$ cat src/rtl/billiard_pkg.sv
// Shared types for the billiard pocketing logic: hole ids, ball indices,
// the pocket event record and the scheduler state encoding.
package billiard_pkg;

  localparam int NUM_HOLES = 6;
  localparam int MAX_BALLS = 16;

  typedef logic [2:0]                   hole_id_t;
  typedef logic [$clog2(MAX_BALLS)-1:0] ball_idx_t;

  typedef struct packed {
    ball_idx_t ball;
    hole_id_t  hole;
  } pocket_event_t;

  typedef enum logic {
    COLLECT = 1'b0,
    SCAN    = 1'b1
  } sched_state_t;

  // Holes are numbered 1..NUM_HOLES; 0 and 7 are not real holes.
  function automatic logic hole_valid(input hole_id_t h);
    return (h != 3'd0) && (h <= 3'(NUM_HOLES));
  endfunction

endpackage

$ cat src/rtl/pocket_event_fifo.sv
// Small FIFO of pocket events. Head is presented combinationally and forced
// to zero while empty so the event outputs read 0 with no event pending.
module pocket_event_fifo
  import billiard_pkg::*;
#(
  parameter int DEPTH = 4
) (
  input  logic          clk,
  input  logic          reset,
  input  logic          clear,
  input  logic          push,
  input  pocket_event_t push_data,
  input  logic          pop,
  output pocket_event_t head,
  output logic          full,
  output logic          empty
);

  localparam int PW = $clog2(DEPTH);

  pocket_event_t mem [DEPTH];
  logic [PW-1:0] wr_ptr_reg;
  logic [PW-1:0] rd_ptr_reg;
  logic [PW:0]   count_reg;
  logic          do_push;
  logic          do_pop;

  assign full    = (count_reg == (PW+1)'(DEPTH));
  assign empty   = (count_reg == '0);
  // A push into a full queue is accepted only when the head leaves in the same cycle.
  assign do_push = push && (!full || pop);
  assign do_pop  = pop && !empty;
  assign head    = empty ? '0 : mem[rd_ptr_reg];

  // Storage write; contents need no reset because the pointers qualify them.
  always_ff @(posedge clk) begin
    if (do_push) mem[wr_ptr_reg] <= push_data;
  end

  // Pointer and occupancy bookkeeping.
  always_ff @(posedge clk) begin
    if (reset || clear) begin
      wr_ptr_reg <= '0;
      rd_ptr_reg <= '0;
      count_reg  <= '0;
    end else begin
      if (do_push) wr_ptr_reg <= wr_ptr_reg + PW'(1);
      if (do_pop)  rd_ptr_reg <= rd_ptr_reg + PW'(1);
      case ({do_push, do_pop})
        2'b10:   count_reg <= count_reg + (PW+1)'(1);
        2'b01:   count_reg <= count_reg - (PW+1)'(1);
        default: count_reg <= count_reg;
      endcase
    end
  end

endmodule

$ cat src/rtl/pocket_scheduler.sv
// Captures ball/hit-zone pixel coincidences during a frame, then scans the
// collected hits once per frame and queues one event per newly pocketed ball.
module pocket_scheduler
  import billiard_pkg::*;
#(
  parameter int NUM_BALLS  = 16,
  parameter int FIFO_DEPTH = 4
) (
  input  logic                         clk,
  input  logic                         reset,
  input  logic                         startOfFrame,
  input  logic                         newGame,
  input  logic                         Hit_Hole_DR,
  input  logic [2:0]                   Hole_ID,
  input  logic [NUM_BALLS-1:0]         ball_DR,
  input  logic                         event_ready,
  output logic                         event_valid,
  output logic [$clog2(NUM_BALLS)-1:0] event_ball,
  output logic [2:0]                   event_hole,
  output logic                         event_scratch,
  output logic [NUM_BALLS-1:0]         pocketed,
  output logic                         busy,
  output logic                         frame_overrun
);

  localparam int IDX_W = $clog2(NUM_BALLS);
  localparam logic [IDX_W-1:0] LAST_IDX = IDX_W'(NUM_BALLS - 1);

  sched_state_t                 state_reg, state_next;
  logic [IDX_W-1:0]             idx_reg;
  logic [NUM_BALLS-1:0]         ball_dr_d_reg;
  logic [NUM_BALLS-1:0]         cap_hit_reg, cap_hit_next;
  hole_id_t [NUM_BALLS-1:0]     cap_hole_reg, cap_hole_next;
  logic [NUM_BALLS-1:0]         scan_hit_reg;
  hole_id_t [NUM_BALLS-1:0]     scan_hole_reg;
  logic [NUM_BALLS-1:0]         pocketed_reg, pocket_set;
  logic [NUM_BALLS-1:0]         coinc;
  logic                         overrun_reg;
  logic                         transfer, advance, push, examine_hit;
  logic                         fifo_full, fifo_empty, fifo_pop;
  pocket_event_t                fifo_head, push_data;
  logic                         hole_ok;

  assign hole_ok = Hit_Hole_DR && hole_valid(Hole_ID);

  // Per-ball capture: first valid hole in raster order wins within a frame.
  for (genvar gi = 0; gi < NUM_BALLS; gi++) begin : g_ball
    assign coinc[gi]         = ball_dr_d_reg[gi] && hole_ok && !pocketed_reg[gi];
    assign cap_hit_next[gi]  = transfer ? coinc[gi] : (cap_hit_reg[gi] || coinc[gi]);
    assign cap_hole_next[gi] = transfer ? (coinc[gi] ? Hole_ID : 3'd0)
                             : (coinc[gi] && !cap_hit_reg[gi]) ? Hole_ID : cap_hole_reg[gi];
    assign pocket_set[gi]    = push && (idx_reg == IDX_W'(gi));
  end

  // FSM state register.
  always_ff @(posedge clk) begin
    if (reset || newGame) state_reg <= COLLECT;
    else                  state_reg <= state_next;
  end

  // FSM next-state: one frame-start kicks a scan, the last index ends it.
  always_comb begin
    state_next = state_reg;
    case (state_reg)
      COLLECT: if (startOfFrame) state_next = SCAN;
      SCAN:    if (advance && idx_reg == LAST_IDX) state_next = COLLECT;
      default: state_next = COLLECT;
    endcase
  end

  // FSM outputs: push a pending hit unless the queue is full (stall on that index).
  always_comb begin
    busy        = (state_reg == SCAN);
    examine_hit = scan_hit_reg[idx_reg] && !pocketed_reg[idx_reg];
    transfer    = !busy && startOfFrame;
    push        = busy && examine_hit && !fifo_full;
    advance     = busy && !(examine_hit && fifo_full);
  end

  // Align ball requests with the one-cycle-later hit-zone request.
  always_ff @(posedge clk) begin
    if (reset) ball_dr_d_reg <= '0;
    else       ball_dr_d_reg <= ball_DR;
  end

  // Capture/scan buffers, pocketed mask, scan index and overrun flag.
  always_ff @(posedge clk) begin
    if (reset || newGame) begin
      cap_hit_reg   <= '0;
      cap_hole_reg  <= '0;
      scan_hit_reg  <= '0;
      scan_hole_reg <= '0;
      pocketed_reg  <= '0;
      idx_reg       <= '0;
      overrun_reg   <= 1'b0;
    end else begin
      cap_hit_reg  <= cap_hit_next;
      cap_hole_reg <= cap_hole_next;
      pocketed_reg <= pocketed_reg | pocket_set;
      if (transfer) begin
        scan_hit_reg  <= cap_hit_reg;
        scan_hole_reg <= cap_hole_reg;
        idx_reg       <= '0;
      end else if (advance && idx_reg != LAST_IDX) begin
        idx_reg <= idx_reg + IDX_W'(1);
      end
      if (startOfFrame && busy) overrun_reg <= 1'b1;
    end
  end

  assign push_data.ball = ball_idx_t'(idx_reg);
  assign push_data.hole = scan_hole_reg[idx_reg];
  assign fifo_pop       = !fifo_empty && event_ready;

  pocket_event_fifo #(
    .DEPTH(FIFO_DEPTH)
  ) u_fifo (
    .clk      (clk),
    .reset    (reset),
    .clear    (newGame),
    .push     (push),
    .push_data(push_data),
    .pop      (fifo_pop),
    .head     (fifo_head),
    .full     (fifo_full),
    .empty    (fifo_empty)
  );

  assign event_valid   = !fifo_empty;
  assign event_ball    = fifo_head.ball[IDX_W-1:0];
  assign event_hole    = fifo_head.hole;
  assign event_scratch = !fifo_empty && (fifo_head.ball == '0);
  assign pocketed      = pocketed_reg;
  assign frame_overrun = overrun_reg;

endmodule

$ cat config.mk
export PLATFORM = sky130hd
export DESIGN_NAME = pocket_scheduler
export DESIGN_NICKNAME = d
export VERILOG_FILES = /design/src/rtl/billiard_pkg.sv /design/src/rtl/pocket_event_fifo.sv /design/src/rtl/pocket_scheduler.sv
export SDC_FILE = /design/constraint.sdc
export NUM_CORES = 1
export LEC_CHECK = 0
export ABC_AREA = 1
export CORE_MARGIN = 2
export CORE_UTILIZATION = 53
export CTS_CLUSTER_SIZE = 30
export DETAILED_ROUTE_END_ITERATION = 7
export PLACE_DENSITY = 0.75
export SYNTH_ARGS = -nofsm -noshare
export SYNTH_HDL_FRONTEND = slang
export SYNTH_HIERARCHICAL = 1
export SYNTH_SLANG_ARGS = --single-unit
$ cat constraint.sdc
create_clock -name clk -period 2.8 [get_ports clk]
set_clock_uncertainty 0.2 [all_clocks]
set_input_delay 0.56 -clock clk [delete_from_list [all_inputs] [get_ports clk]]
set_output_delay 0.56 -clock clk [all_outputs]
set_load 0.005 [all_outputs]
Word-level counts from Yosys, hierarchy flattened
Memories as Yosys holds them, arrays and structs flattened. A register that Yosys moved wholly into a read port is not among the register bits.
Index checks and enable logic that the tools add are counted.

operators by class
  $add $sub $neg = 5
  multipliers = 0
  divide/modulo/power cells = 0
  order comparisons = 2
  eq/ne operators = 19
  shift-type cells = 0
  muxes and demuxes = 79
  bitwise logic cells = 2
  reductions and logical operators = 156

operators by type and width
  operator             number
  $mux 3               49
  $logic_and 1x1->1    79
  $logic_not 1->1      37
  $reduce_bool 2->1    17
  $eq 4x4->1 const B   8
  $mux 1               22
  $logic_or 1x1->1     18
  $eq 4x3->1 const B   4
  $or 16x16->16        1
  $bmux 3 s4           1
  $bmux 1 s4           2
  $eq 4x2->1 const B   2
  $logic_not 4->1      2
  $mux 7               1
  $pmux 3 s2           1
  $lt 4x5->1 const B   1
  $add 2x1->2 const B  2
  $add 4x1->4 const B  1
  $eq 4x1->1 const B   1
  $mux 2               2
  $ne 4x4->1 const B   1
  $add 3x1->3 const B  1
  $eq 3x3->1 const B   1
  $le 3x3->1 const B   1
  8 further kinds      8

word-level totals
  register bits after elaboration = 173
  bits in latches = 0
  bits in writable memories = 28
  memory bits (read-only) = 0
  input bits = 25
  logic and storage cells = 306
  memories = 1

memories
  name        words  bits a word  read ports  clocked after Yosys merged registers in  write ports  line                     source
  u_fifo.mem  4      7            1           1                                        1            pocket_event_fifo.sv:21  pocket_event_t mem [DEPTH];

Logic depth before layout (Yosys ltp)
Gate-level depths: netlist (run 1).

  depth in word-level cells = 10
  gate-level depth with buffers = 21
  mapped depth without buffers = 20

Hierarchy
Netlist (run 1), hierarchy kept.

by module, submodules not included
  module             instances  cells each  area each (um^2)
  pocket_scheduler   1          948         6841.6
  pocket_event_fifo  1          157         1594.0

Least setup slack after synthesis (run 1)
Ideal clock, no wire load.

  path kind = register to register
  from = register idx_reg[0]
  to = register u_fifo.count_reg[1]
  library setup time = 0.070 ns
  arrival = 2.490 ns
  required time = 2.530 ns
  path slack = 0.040 ns
  cell stages (with the launch flop) = 15
  path through = dfxtp_1 -> buf_4 -> nand2_1 -> nand3_1 -> nand2_1 -> nand2_1 -> nand2_1 -> nor2_2 -> nand2_2 -> nor3_1 -> nand2_1 -> ha_1 -> inv_1 -> fa_1 -> a21oi_1

between the ends
  longest elaborated chain between the ends = 9
  elaborated cells between the ends (all ways) = 13
  those cells by class = 2 x eq/ne; 5 x mux; 6 x reduce/logical

ends and longest elaborated chain
  element                                                 line                     source
  from (decl)                                             pocket_scheduler.sv:30   logic [IDX_W-1:0] idx_reg;
  from (signal assigned)                                  pocket_scheduler.sv:105  idx_reg <= idx_reg + IDX_W'(1);
  $bmux 1 s4                                              pocket_scheduler.sv:74   examine_hit = scan_hit_reg[idx_reg] && !pocketed_reg[idx_reg];
  $mux 1 (implied by the code)                            pocket_scheduler.sv:74
  $logic_not 1->1                                         pocket_scheduler.sv:74
  $logic_and 1x1->1 (*)                                   pocket_scheduler.sv:74
  $logic_and 1x1->1 (*) (2 in series)                     pocket_scheduler.sv:76   push = busy && examine_hit && !fifo_full;
  net push                                                pocket_scheduler.sv:39   logic transfer, advance, push, examine_hit;
  $logic_and 1x1->1 (*)                                   pocket_event_fifo.sv:31  assign do_push = push && (!full || pop);
  $eq 2x1->1 / $eq 2x2->1 (equally long branches)         pocket_event_fifo.sv:49  case ({do_push, do_pop})
  $pmux 3 s2 / $reduce_bool 2->1 (equally long branches)  --
  to (signal assigned)                                    pocket_event_fifo.sv:50  2'b10: count_reg <= count_reg + (PW+1)'(1);
  to (signal assigned)                                    pocket_event_fifo.sv:51  2'b01: count_reg <= count_reg - (PW+1)'(1);
  to (signal assigned)                                    pocket_event_fifo.sv:52  default: count_reg <= count_reg;
  to (decl)                                               pocket_event_fifo.sv:24  logic [PW:0] count_reg;

Mark *: on every way through the listed nets, which the timed path passes. The rest lies on a longest branch. The select of a mux whose other input is x is not followed.
A chain may end at the register's enable or synchronous reset.

==> run metrics, run 1 <==
worst hold-check slack=0.258 ns; type of element launching the critical path=flip-flop; most frequent cell after synthesis=sky130_fd_sc_hd__nor2_1; post-detailed-route DRC marker count=0; Max-Slew Margin vs Limit=34.7%; post-synth top area share=41.5%; layout net count=1209; top cells by instance count after synthesis=203 x sky130_fd_sc_hd__nor2_1, 175 x sky130_fd_sc_hd__dfxtp_1, 137 x sky130_fd_sc_hd__nand2_1; Boundary Pins=52; internal power=5.02 mW; number of I/O port buffers=51; relative contribution of the clock network to total power=47.0%; share of the yosys chip area belonging to registers=51.5%; crit path kind=reg2out; initial antenna violation count=0; worst setup margin=0.0733 ns; CTS tree=built; switching power=1.44 mW; cell chosen for the clock root=sky130_fd_sc_hd__clkbuf_16; flops & latches, synth=203; Synth area leaders=sky130_fd_sc_hd__dfxtp_1 42%, sky130_fd_sc_hd__edfxtp_1 10%, sky130_fd_sc_hd__nor2_1 9.0%, sky130_fd_sc_hd__nand3_1 6.9%, sky130_fd_sc_hd__a21oi_1 6.6%; Die Width=130 um; Max IR drop VDD=498 uV; Total Die Area=16900 sq um; slowest stage cell, crit path=sky130_fd_sc_hd__clkdlybuf4s50_1; Sequential Power Share=47.0%; share of flip-flops with an asynchronous set or reset after synthesis=0%; Yosys warning count=6; average wire per standard cell=15.4 um; Max Cap Violations=0; Skew-Pair Late Insertion Delay=0.51 ns; pre-CTS WS=0.0655 ns; chip height=130 um; global routing usage summed across all routing layers=25.0%; arrival time of data at the critical path endpoint=1.97 ns; Initial Util=53.7%; unrepaired setup endpoints after global routing=true; share of the core filled with cells in the final layout=65.3%; routability congestion estimate=0.851; part of the total power dissipated in combinational logic=6.0%; post-detailed-route via-to-cell ratio=5.38; critical path, cell by cell=inv_2 -> nor2_1 -> o21ai_1 -> a21oi_1 -> clkdlybuf4s50_1; post-CTS clock slew at the launch and capture registers of the worst setup and hold paths=0.06 ns; routed vias=7570; top_reg_cell synth=sky130_fd_sc_hd__dfxtp_1; Final Routed Wirelength=21700 um; maximum buffer depth of the clock tree=3; number of hold buffers added after CTS=0; Power Dens Cells=629 nW/um^2; largest net degree at the start of global routing=108; post-synthesis cell type with the largest combined area=sky130_fd_sc_hd__dfxtp_1; Switching Share=22.3%; count of flip-flops with a built-in enable after synthesis=28; first-pass iteration count of the detailed router=5; maximum net fanout on the critical path=7; transition time at the pin with the least slew margin=0.976 ns; Filler Cells Inserted=1285; number of buffers added by the clock tree synthesis step=22; CORE AREA=15700 sq um; count of endpoints failing setup in the final report=0; count of different cell masters after synthesis=28; static leakage=4.03 nW; setup slack of the worst register-to-register path=0.18 ns; type of the tightest min-delay check=reg2reg; remaining antenna violation count after routing=0; maximum frequency from static timing analysis=367 MHz; number of clock sinks=203; Std-Cell Rows=46; antenna fix cells=0; Final HPWL DP=14700 um; gate count of the mapped netlist=1105; synthesized net count=1140; maximum level of the CTS H-tree=1; average instance area after synthesis=7.63 sq um; required time at the endpoint of the critical path=2.04 ns; number of max-slew violations in the final report=0; outcome=finished clean; count of final hold-check violations=0; share of cells above drive strength 1=13.1%; number of DRC violations after detailed-routing iteration 0=606; area of the mapped netlist=8440 sq um; number of global-route vias before repair=6898; maximum cell stage delay along the critical path=0.53 ns; Setup crit end kind=output port; overall power=6.46 mW; area growth from synthesis to layout=21.6%; global-route wire length before repair=33800 um; final critical-path required period=2.73 ns; Period Utilization, post-route=97.4%; total congestion overflow after global routing=0
## final timing paths
| kind | start | end | depth (start not counted) |
|---|---|---|---|
| min | scan_hit_reg[3] | scan_hit_reg[3] | 2 |
| min reg2reg | scan_hit_reg[3] | scan_hit_reg[3] | 2 |
| max | flip-flop | event_ball[0] | 5 |
| max reg2reg | idx_reg[0] | u_fifo/count_reg[2] | 22 |
## critical path: cells and delay by family, from the launching register on
family / cells / cell delay (ns)
buffers and inverters: 2 / 0.65
DFF: 1 / 0.41
AOI/OAI and AO/OA: 2 / 0.26
and+or+nand+nor: 1 / 0.13
## final cells by class
cell class	count	area, sq um	area share (%)
Clock buffer	28	634	6.18
Clock inverter	12	140	1.37
Inverter	107	415	4.05
Multi-Input combinational cell	732	3430	33.4
Sequential cell	203	4350	42.4
Tap cell	216	270	2.63
Timing Repair Buffer	108	1020	9.93
## layout by cell type (no fill, tap or decap), types with 2 or more instances in the layout
| cell type | n |
|---|---|
| sky130_fd_sc_hd__a21oi_1 | 109 |
| sky130_fd_sc_hd__a21oi_2 | 2 |
| sky130_fd_sc_hd__buf_12 | 4 |
| sky130_fd_sc_hd__buf_4 | 47 |
| sky130_fd_sc_hd__buf_6 | 4 |
| sky130_fd_sc_hd__bufinv_16 | 3 |
| sky130_fd_sc_hd__clkbuf_16 | 24 |
| sky130_fd_sc_hd__clkbuf_8 | 4 |
| sky130_fd_sc_hd__clkdlybuf4s50_1 | 49 |
| sky130_fd_sc_hd__clkinv_1 | 2 |
| sky130_fd_sc_hd__clkinv_2 | 11 |
| sky130_fd_sc_hd__dfxtp_1 | 169 |
| sky130_fd_sc_hd__dfxtp_2 | 5 |
| sky130_fd_sc_hd__edfxtp_1 | 28 |
| sky130_fd_sc_hd__ha_1 | 8 |
| sky130_fd_sc_hd__inv_1 | 69 |
| sky130_fd_sc_hd__inv_2 | 29 |
| sky130_fd_sc_hd__inv_4 | 3 |
| sky130_fd_sc_hd__nand2_1 | 136 |
| sky130_fd_sc_hd__nand2_2 | 3 |
| sky130_fd_sc_hd__nand3_1 | 117 |
| sky130_fd_sc_hd__nand3_2 | 2 |
| sky130_fd_sc_hd__nand4_1 | 21 |
| sky130_fd_sc_hd__nor2_1 | 198 |
| sky130_fd_sc_hd__nor2_2 | 6 |
| sky130_fd_sc_hd__nor3_1 | 4 |
| sky130_fd_sc_hd__o21ai_0 | 60 |
| sky130_fd_sc_hd__o21ai_1 | 46 |
| sky130_fd_sc_hd__o22ai_1 | 12 |
| sky130_fd_sc_hd__xor2_1 | 2 |
## cells by family (layout without fill, tap and decap cells)
family          Yosys count  count (layout)  synth area share [%]
fa+ha+maj                10              10                  1.57
simple gates            490             490                  24.6
xor+xnor                  2               2                 0.208
buf+inv                 170             255                  8.31
flops                   203             203                  51.5
compound gates          230             230                  13.9
## through the flow
step | cell area, sq um | TNS, ns | std cells
floorplan | 8440 | 0 | 1105
global placement | 9350 | 0 | 1358
detailed placement | 9350 | 0 | 1358
CTS | 10200 | 0 | 1400
global route | 10300 | -0.0608 | 1406
finish | 10300 | 0 | 1406
## power by group through the flow
stage	clock [mW]	sequential (mW)	combinational, mW
final	3.04	3.03	0.386
after global routing	3.20	3.04	0.427
after CTS	3.07	3.03	0.381
after detailed placement	0	3.10	0.377
after global placement	0	3.10	0.372
after floorplan	0	3.09	0.244
## metal layers
layer	global-route usage [%]	share of wire [%]	up-vias
li1	-	-	3778
met1	31.8	42	3498
met2	44.5	50	249
met3	3.40	5.5	45
met4	7.34	2.4	0
met5	0	0	-
## timing repair
item                       CTS  global route
resized for setup            9            20
setup endpoints to repair    8             7
pin swaps                    0             2
buffers inserted             2             4
cloned                       0             2
No activity file was read; power rests on OpenSTA's default activity.
==> run 2, diff against run 1 <==
CAP_MARGIN = 20   (was not set)
SETUP_SLACK_MARGIN = 0.02   (was not set)
==> run metrics, run 2 (synthesized netlist as in run 1, its figures left out) <==
routed vias=7630 (was 7570); static leakage=4.05 nW (was 4.03 nW); Std-Cell Rows=46 (unchanged); slowest stage cell, crit path=sky130_fd_sc_hd__clkdlybuf4s50_1 (unchanged); largest net degree at the start of global routing=108 (unchanged); Max Cap Violations=0 (unchanged); post-placement cell area=9350 sq um (unchanged); maximum frequency from static timing analysis=363 MHz (was 367 MHz); worst setup margin=0.0476 ns (was 0.0733 ns); unrepaired setup endpoints after global routing=false (was true); post-detailed-route DRC marker count=0 (unchanged); overall power=6.46 mW (about the same); maximum net fanout on the critical path=7 (unchanged); Final Routed Wirelength=21700 um (about the same); cell repeated most along the worst path=sky130_fd_sc_hd__nor2_1; initial antenna violation count=0 (unchanged); total congestion overflow after global routing=0 (unchanged); pre-CTS WS=0.0655 ns (unchanged); reg-to-reg startpoint=idx_reg[0] (unchanged); global-route wire length before repair=33800 um (unchanged); post-detailed-route via-to-cell ratio=5.43 (was 5.38); Setup crit end kind=output port (unchanged); Skew-Pair Late Insertion Delay=0.51 ns (about the same); number of buffers added by the clock tree synthesis step=22 (unchanged); Boundary Pins=52 (unchanged); Post-Route Setup TNS=0 ns (unchanged); Power Dens Cells=629 nW/um^2 (about the same); share of the core filled with cells in the final layout=65.3% (about the same); count of endpoints failing setup in the final report=0 (unchanged); critical path, cell by cell=buf_4 -> nor2_1 -> nor2_1 -> o21ai_0 -> a21oi_1 -> clkdlybuf4s50_1 (was inv_2 -> nor2_1 -> o21ai_1 -> a21oi_1 -> clkdlybuf4s50_1); average wire per standard cell=15.5 um (was 15.4 um); number of DRC violations after detailed-routing iteration 0=640 (was 606); Final HPWL DP=14700 um (unchanged); cell chosen for the clock root=sky130_fd_sc_hd__clkbuf_16 (unchanged); number of clock sinks=203 (unchanged); Total Die Area=16900 sq um (unchanged); beginning of the worst hold path=scan_hit_reg[3] (unchanged); number of global-route vias before repair=6898 (unchanged); CORE AREA=15700 sq um (unchanged); routability congestion estimate=0.851 (unchanged); type of element launching the critical path=flip-flop (unchanged); number of I/O port buffers=51 (unchanged); transition time at the pin with the least slew margin=0.967 ns (was 0.976 ns); layout net count=1208 (was 1209); arrival time of data at the critical path endpoint=1.99 ns (was 1.97 ns); area growth from synthesis to layout=21.7% (was 21.6%); first-pass iteration count of the detailed router=5 (unchanged); CTS tree=built (unchanged); maximum cell stage delay along the critical path=0.52 ns (was 0.53 ns); post-CTS clock slew at the launch and capture registers of the worst setup and hold paths=0.06 ns (about the same); Die Width=130 um (unchanged); kind of cell adding the most delay to the critical path=buffers and inverters (unchanged); Max IR drop VDD=498 uV (about the same); maximum level of the CTS H-tree=1 (unchanged); final std cell area, no fill=10300 sq um (about the same); antenna fix cells=0 (unchanged); remaining antenna violation count after routing=0 (unchanged); commonest cells after routing, fill and taps aside=198 x sky130_fd_sc_hd__nor2_1, 169 x sky130_fd_sc_hd__dfxtp_1, 136 x sky130_fd_sc_hd__nand2_1, 116 x sky130_fd_sc_hd__nand3_1, 109 x sky130_fd_sc_hd__a21oi_1 (was 198 x sky130_fd_sc_hd__nor2_1, 169 x sky130_fd_sc_hd__dfxtp_1, 136 x sky130_fd_sc_hd__nand2_1, 117 x sky130_fd_sc_hd__nand3_1, 109 x sky130_fd_sc_hd__a21oi_1); Layout Cells excl Fill=1405 (was 1406); maximum buffer depth of the clock tree=3 (unchanged); crit path kind=reg2out (unchanged); final critical-path required period=2.75 ns (was 2.73 ns); type of the tightest min-delay check=reg2reg (unchanged); total instance count after detailed placement=1358 (unchanged); count of final hold-check violations=0 (unchanged); most common cell after layout, fill and taps aside=sky130_fd_sc_hd__nor2_1 (unchanged); chip height=130 um (unchanged); worst hold-check slack=0.260 ns (was 0.258 ns); outcome=finished clean (unchanged); Max-Slew Margin vs Limit=35.3% (was 34.7%); global routing usage summed across all routing layers=25.0% (unchanged); required time at the endpoint of the critical path=2.04 ns (about the same); CP Buf/Inv Count=2 (unchanged); Period Utilization, post-route=98.3% (was 97.4%); share of cells above drive strength 1=13.1% (about the same); number of max-slew violations in the final report=0 (unchanged); Initial Util=53.7% (unchanged)
[run 2: tightest hold or removal path: cells and delay by family (launching register included)]
| family | cells | cell delay [ns] |
|---|---|---|
| buf+inv | 1 | 0.06 |
| compound gates | 1 | 0.06 |
| flops | 1 | 0.30 |
[run 2: worst paths after layout]
kind | endpoint | slack [ns] | depth (start not counted)
min | scan_hit_reg[3] | 0.26 | 2
max | event_hole[2] | 0.05 | 6
max reg2reg | u_fifo/count_reg[1] | 0.21 | 16
min reg2reg | scan_hit_reg[3] | 0.26 | 2
[run 2: cell type report]
class,instances,area [sq um]
inverters,107,418
well taps,216,270
multi-input cells,732,3430
fillers,1279,5450
repair buffers,107,1010
clock inverters,12,140
flip-flops and latches,203,4350
clock buffers,28,634
[run 2: timing repair]
action,4_1_cts,5_1_grt
endpoints found under the setup margin,8,7
hold buffers,0,0
buffers inserted,2,3
pin swaps,0,3
cloned,0,2
resized for setup,9,24
endpoints found under the hold margin,0,0
[run 2: where the power goes]
group          internal [mW]  switching, mW  total [mW]
Combinational          0.133          0.254       0.387
Clock                   1.88           1.16        3.04
Sequential              3.01         0.0284        3.03
[run 2: metal layers]
metal | track usage (%) | vias to the layer above | part of all wire [%]
li1 | - | 3778 | -
met1 | 31.8 | 3562 | 42
met2 | 44.5 | 245 | 50
met3 | 3.40 | 45 | 5.9
met4 | 7.34 | 0 | 2.3
met5 | 0 | - | 0
==> run 3, diff against run 2 <==
--- a/config.mk
+++ b/config.mk
@@ -14,2 +14,3 @@
 export PLACE_DENSITY = 0.75
+export RECOVER_POWER = 100
 export SETUP_SLACK_MARGIN = 0.02
@@ -19 +20,2 @@
 export SYNTH_SLANG_ARGS = --single-unit
+export TNS_END_PERCENT = 100
--- a/constraint.sdc
+++ b/constraint.sdc
@@ -4,2 +4,2 @@
 set_output_delay 0.56 -clock clk [all_outputs]
-set_load 0.005 [all_outputs]
+set_load 0.1 [all_outputs]
==> run metrics, run 3 (synthesized netlist as in run 1, its figures left out) <==
outcome=finished clean (unchanged); unrepaired setup endpoints after global routing=true (was false); post-placement cell area=9480 sq um (was 9350 sq um); Period Utilization, post-route=96.1% (was 98.3%); Max-Slew Margin vs Limit=20.8% (was 35.3%); overall power=6.25 mW (was 6.46 mW); antenna fix cells=0 (unchanged); post-detailed-route via-to-cell ratio=5.39 (was 5.43); Boundary Pins=52 (unchanged); count of endpoints failing setup in the final report=0 (unchanged); number of I/O port buffers=51 (unchanged); switching power=1.41 mW (was 1.44 mW); routability congestion estimate=0.890 (was 0.851); static leakage=3.94 nW (was 4.05 nW); number of DRC violations after detailed-routing iteration 0=628 (was 640); area of the multi-input gates=3500 sq um (was 3430 sq um); Die Width=130 um (unchanged); Filler Cells Inserted=1333 (was 1279); CP Buf/Inv Count=2 (unchanged); global-route wire length before repair=34000 um (was 33800 um); relative contribution of the clock network to total power=45.1% (was 47.0%); maximum frequency from static timing analysis=372 MHz (was 363 MHz); largest net degree at the start of global routing=67 (was 108); post-CTS clock slew at the launch and capture registers of the worst setup and hold paths=0.06 ns (about the same); layout net count=1202 (was 1208); total congestion overflow after global routing=0 (unchanged); post-detailed-route DRC marker count=0 (unchanged); number of max-slew violations in the final report=0 (unchanged); CORE AREA=15700 sq um (unchanged); slowest stage cell, crit path=sky130_fd_sc_hd__dfxtp_1 (was sky130_fd_sc_hd__clkdlybuf4s50_1); count of final hold-check violations=0 (unchanged); average wire per standard cell=15.3 um (was 15.5 um); number of clock sinks=203 (unchanged); Setup crit end kind=output port (unchanged); Power Dens Cells=613 nW/um^2 (was 629 nW/um^2); Reg area=4370 sq um (was 4350 sq um); maximum level of the CTS H-tree=1 (unchanged); share of cells above drive strength 1=14.6% (was 13.1%); Initial Util=53.7% (unchanged); required time at the endpoint of the critical path=2.04 ns (about the same); Total Die Area=16900 sq um (unchanged); initial antenna violation count=0 (unchanged); arrival time of data at the critical path endpoint=1.93 ns (was 1.99 ns); maximum net fanout on the critical path=6 (was 7); maximum cell stage delay along the critical path=0.35 ns (was 0.52 ns); Switching Share=22.5% (was 22.3%); CTS tree=built (unchanged); kind of cell adding the most delay to the critical path=simple AND/OR/NAND/NOR gates (was buffers and inverters); critical path, cell by cell=nor2_2 -> nand2_2 -> inv_4 -> a21oi_4 -> nor3_2 -> nor3b_4 -> buf_12 (was buf_4 -> nor2_1 -> nor2_1 -> o21ai_0 -> a21oi_1 -> clkdlybuf4s50_1); Skew-Pair Late Insertion Delay=0.50 ns (was 0.51 ns); commonest cells after routing, fill and taps aside=199 x sky130_fd_sc_hd__nor2_1, 154 x sky130_fd_sc_hd__dfxtp_1, 136 x sky130_fd_sc_hd__nand2_1, 117 x sky130_fd_sc_hd__nand3_1, 104 x sky130_fd_sc_hd__a21oi_1 (was 198 x sky130_fd_sc_hd__nor2_1, 169 x sky130_fd_sc_hd__dfxtp_1, 136 x sky130_fd_sc_hd__nand2_1, 116 x sky130_fd_sc_hd__nand3_1, 109 x sky130_fd_sc_hd__a21oi_1); crit path kind=reg2out (unchanged); number of buffers added by the clock tree synthesis step=21 (was 22); part of the total power dissipated in combinational logic=6.4% (was 6.0%); type of the tightest min-delay check=reg2reg (unchanged); first-pass iteration count of the detailed router=5 (unchanged); remaining antenna violation count after routing=0 (unchanged); cell chosen for the clock root=sky130_fd_sc_hd__clkbuf_16 (unchanged); Final Routed Wirelength=21300 um (was 21700 um); Layout Cells excl Fill=1397 (was 1405); number of global-route vias before repair=6983 (was 6898); worst hold-check slack=0.256 ns (was 0.260 ns); routed vias=7535 (was 7630); internal power=4.84 mW (was 5.02 mW); global routing usage summed across all routing layers=25.2% (was 25.0%); area growth from synthesis to layout=20.9% (was 21.7%); maximum buffer depth of the clock tree=3 (unchanged); number of hold buffers added after CTS=0 (unchanged); chip height=130 um (unchanged); Max Cap Violations=0 (unchanged); final critical-path required period=2.69 ns (was 2.75 ns); Std-Cell Rows=46 (unchanged); most common cell after layout, fill and taps aside=sky130_fd_sc_hd__nor2_1 (unchanged); Final HPWL DP=14600 um (was 14700 um); final std cell area, no fill=10200 sq um (was 10300 sq um); Max IR drop VDD=421 uV (was 498 uV); Sequential Power Share=48.5% (was 47.0%); transition time at the pin with the least slew margin=1.19 ns (was 0.967 ns); type of element launching the critical path=flip-flop (unchanged); total instance count after detailed placement=1351 (was 1358)
run 3: cell types whose count changed in the layout (fill, tap and decap cells not counted), moves of 4 or more:
cell,before,now
sky130_fd_sc_hd__o21ai_1,46,16
sky130_fd_sc_hd__clkdlybuf4s50_1,48,22
sky130_fd_sc_hd__o21ai_0,60,85
sky130_fd_sc_hd__clkbuf_1,1,25
sky130_fd_sc_hd__dfxtp_2,5,21
sky130_fd_sc_hd__dfxtp_1,169,154
sky130_fd_sc_hd__buf_12,4,16
sky130_fd_sc_hd__buf_4,47,35
sky130_fd_sc_hd__a21oi_1,109,104
sky130_fd_sc_hd__o21ai_2,0,5
sky130_fd_sc_hd__clkbuf_2,1,5
run 3: path summary, 6_finish.rpt:
kind	startpoint	end	slack, ns	depth (start not counted)
setup / recovery	u_fifo/count_reg[1]	event_scratch	0.11	7
hold / removal	scan_hit_reg[7]	scan_hit_reg[7]	0.26	2
setup reg to reg	idx_reg[1]	u_fifo/count_reg[2]	0.21	20
hold reg to reg	scan_hit_reg[7]	scan_hit_reg[7]	0.26	2
run 3: power by group through the flow:
stage,registers [mW],logic [mW],clock network [mW]
floorplan,3.09,0.250,0
global placement,3.10,0.394,0
detailed placement,3.10,0.397,0
CTS,3.03,0.403,2.85
global route,3.04,0.442,2.97
finish,3.03,0.397,2.82
run 3: metal layers:
metal  wire length (um)  GRT usage, %
met1               9070          32.2
met2              10300          43.9
met3               1340          3.77
met4                608          8.48
met5                  0             0
run 3: worst min-delay path, stage by stage, from the launching register on:
cell and delay, ns:
sky130_fd_sc_hd__dfxtp_1 0.30, sky130_fd_sc_hd__inv_1 0.06, sky130_fd_sc_hd__a21oi_1 0.05
run 3: per-stage QoR:
step / util [%] / worst slack [ns] / setup TNS [ns]
global placement: 60.3 / 0.153 / 0
detailed placement: 60.3 / 0.0854 / 0
global route: 64.9 / -0.00372 / -0.00372
finish: 64.9 / 0.109 / 0
CTS: 65.1 / 0.0325 / 0
floorplan: - / -0.134 / -0.134
run 3: cell type report:
type,instances,share of cell area [%]
Clock buffer,27,5.57
Sequential cell,203,42.9
Inverter,107,4.11
Timing Repair Buffer,102,9.20
Multi-Input combinational cell,732,34.4
Clock inverter,10,1.23
Tap cell,216,2.65
run 3: repair_timing:
item	in CTS	in global routing
gates resized for setup	8	17
gates cloned	0	0
setup buffers	4	5
endpoints found under the setup margin	1	10
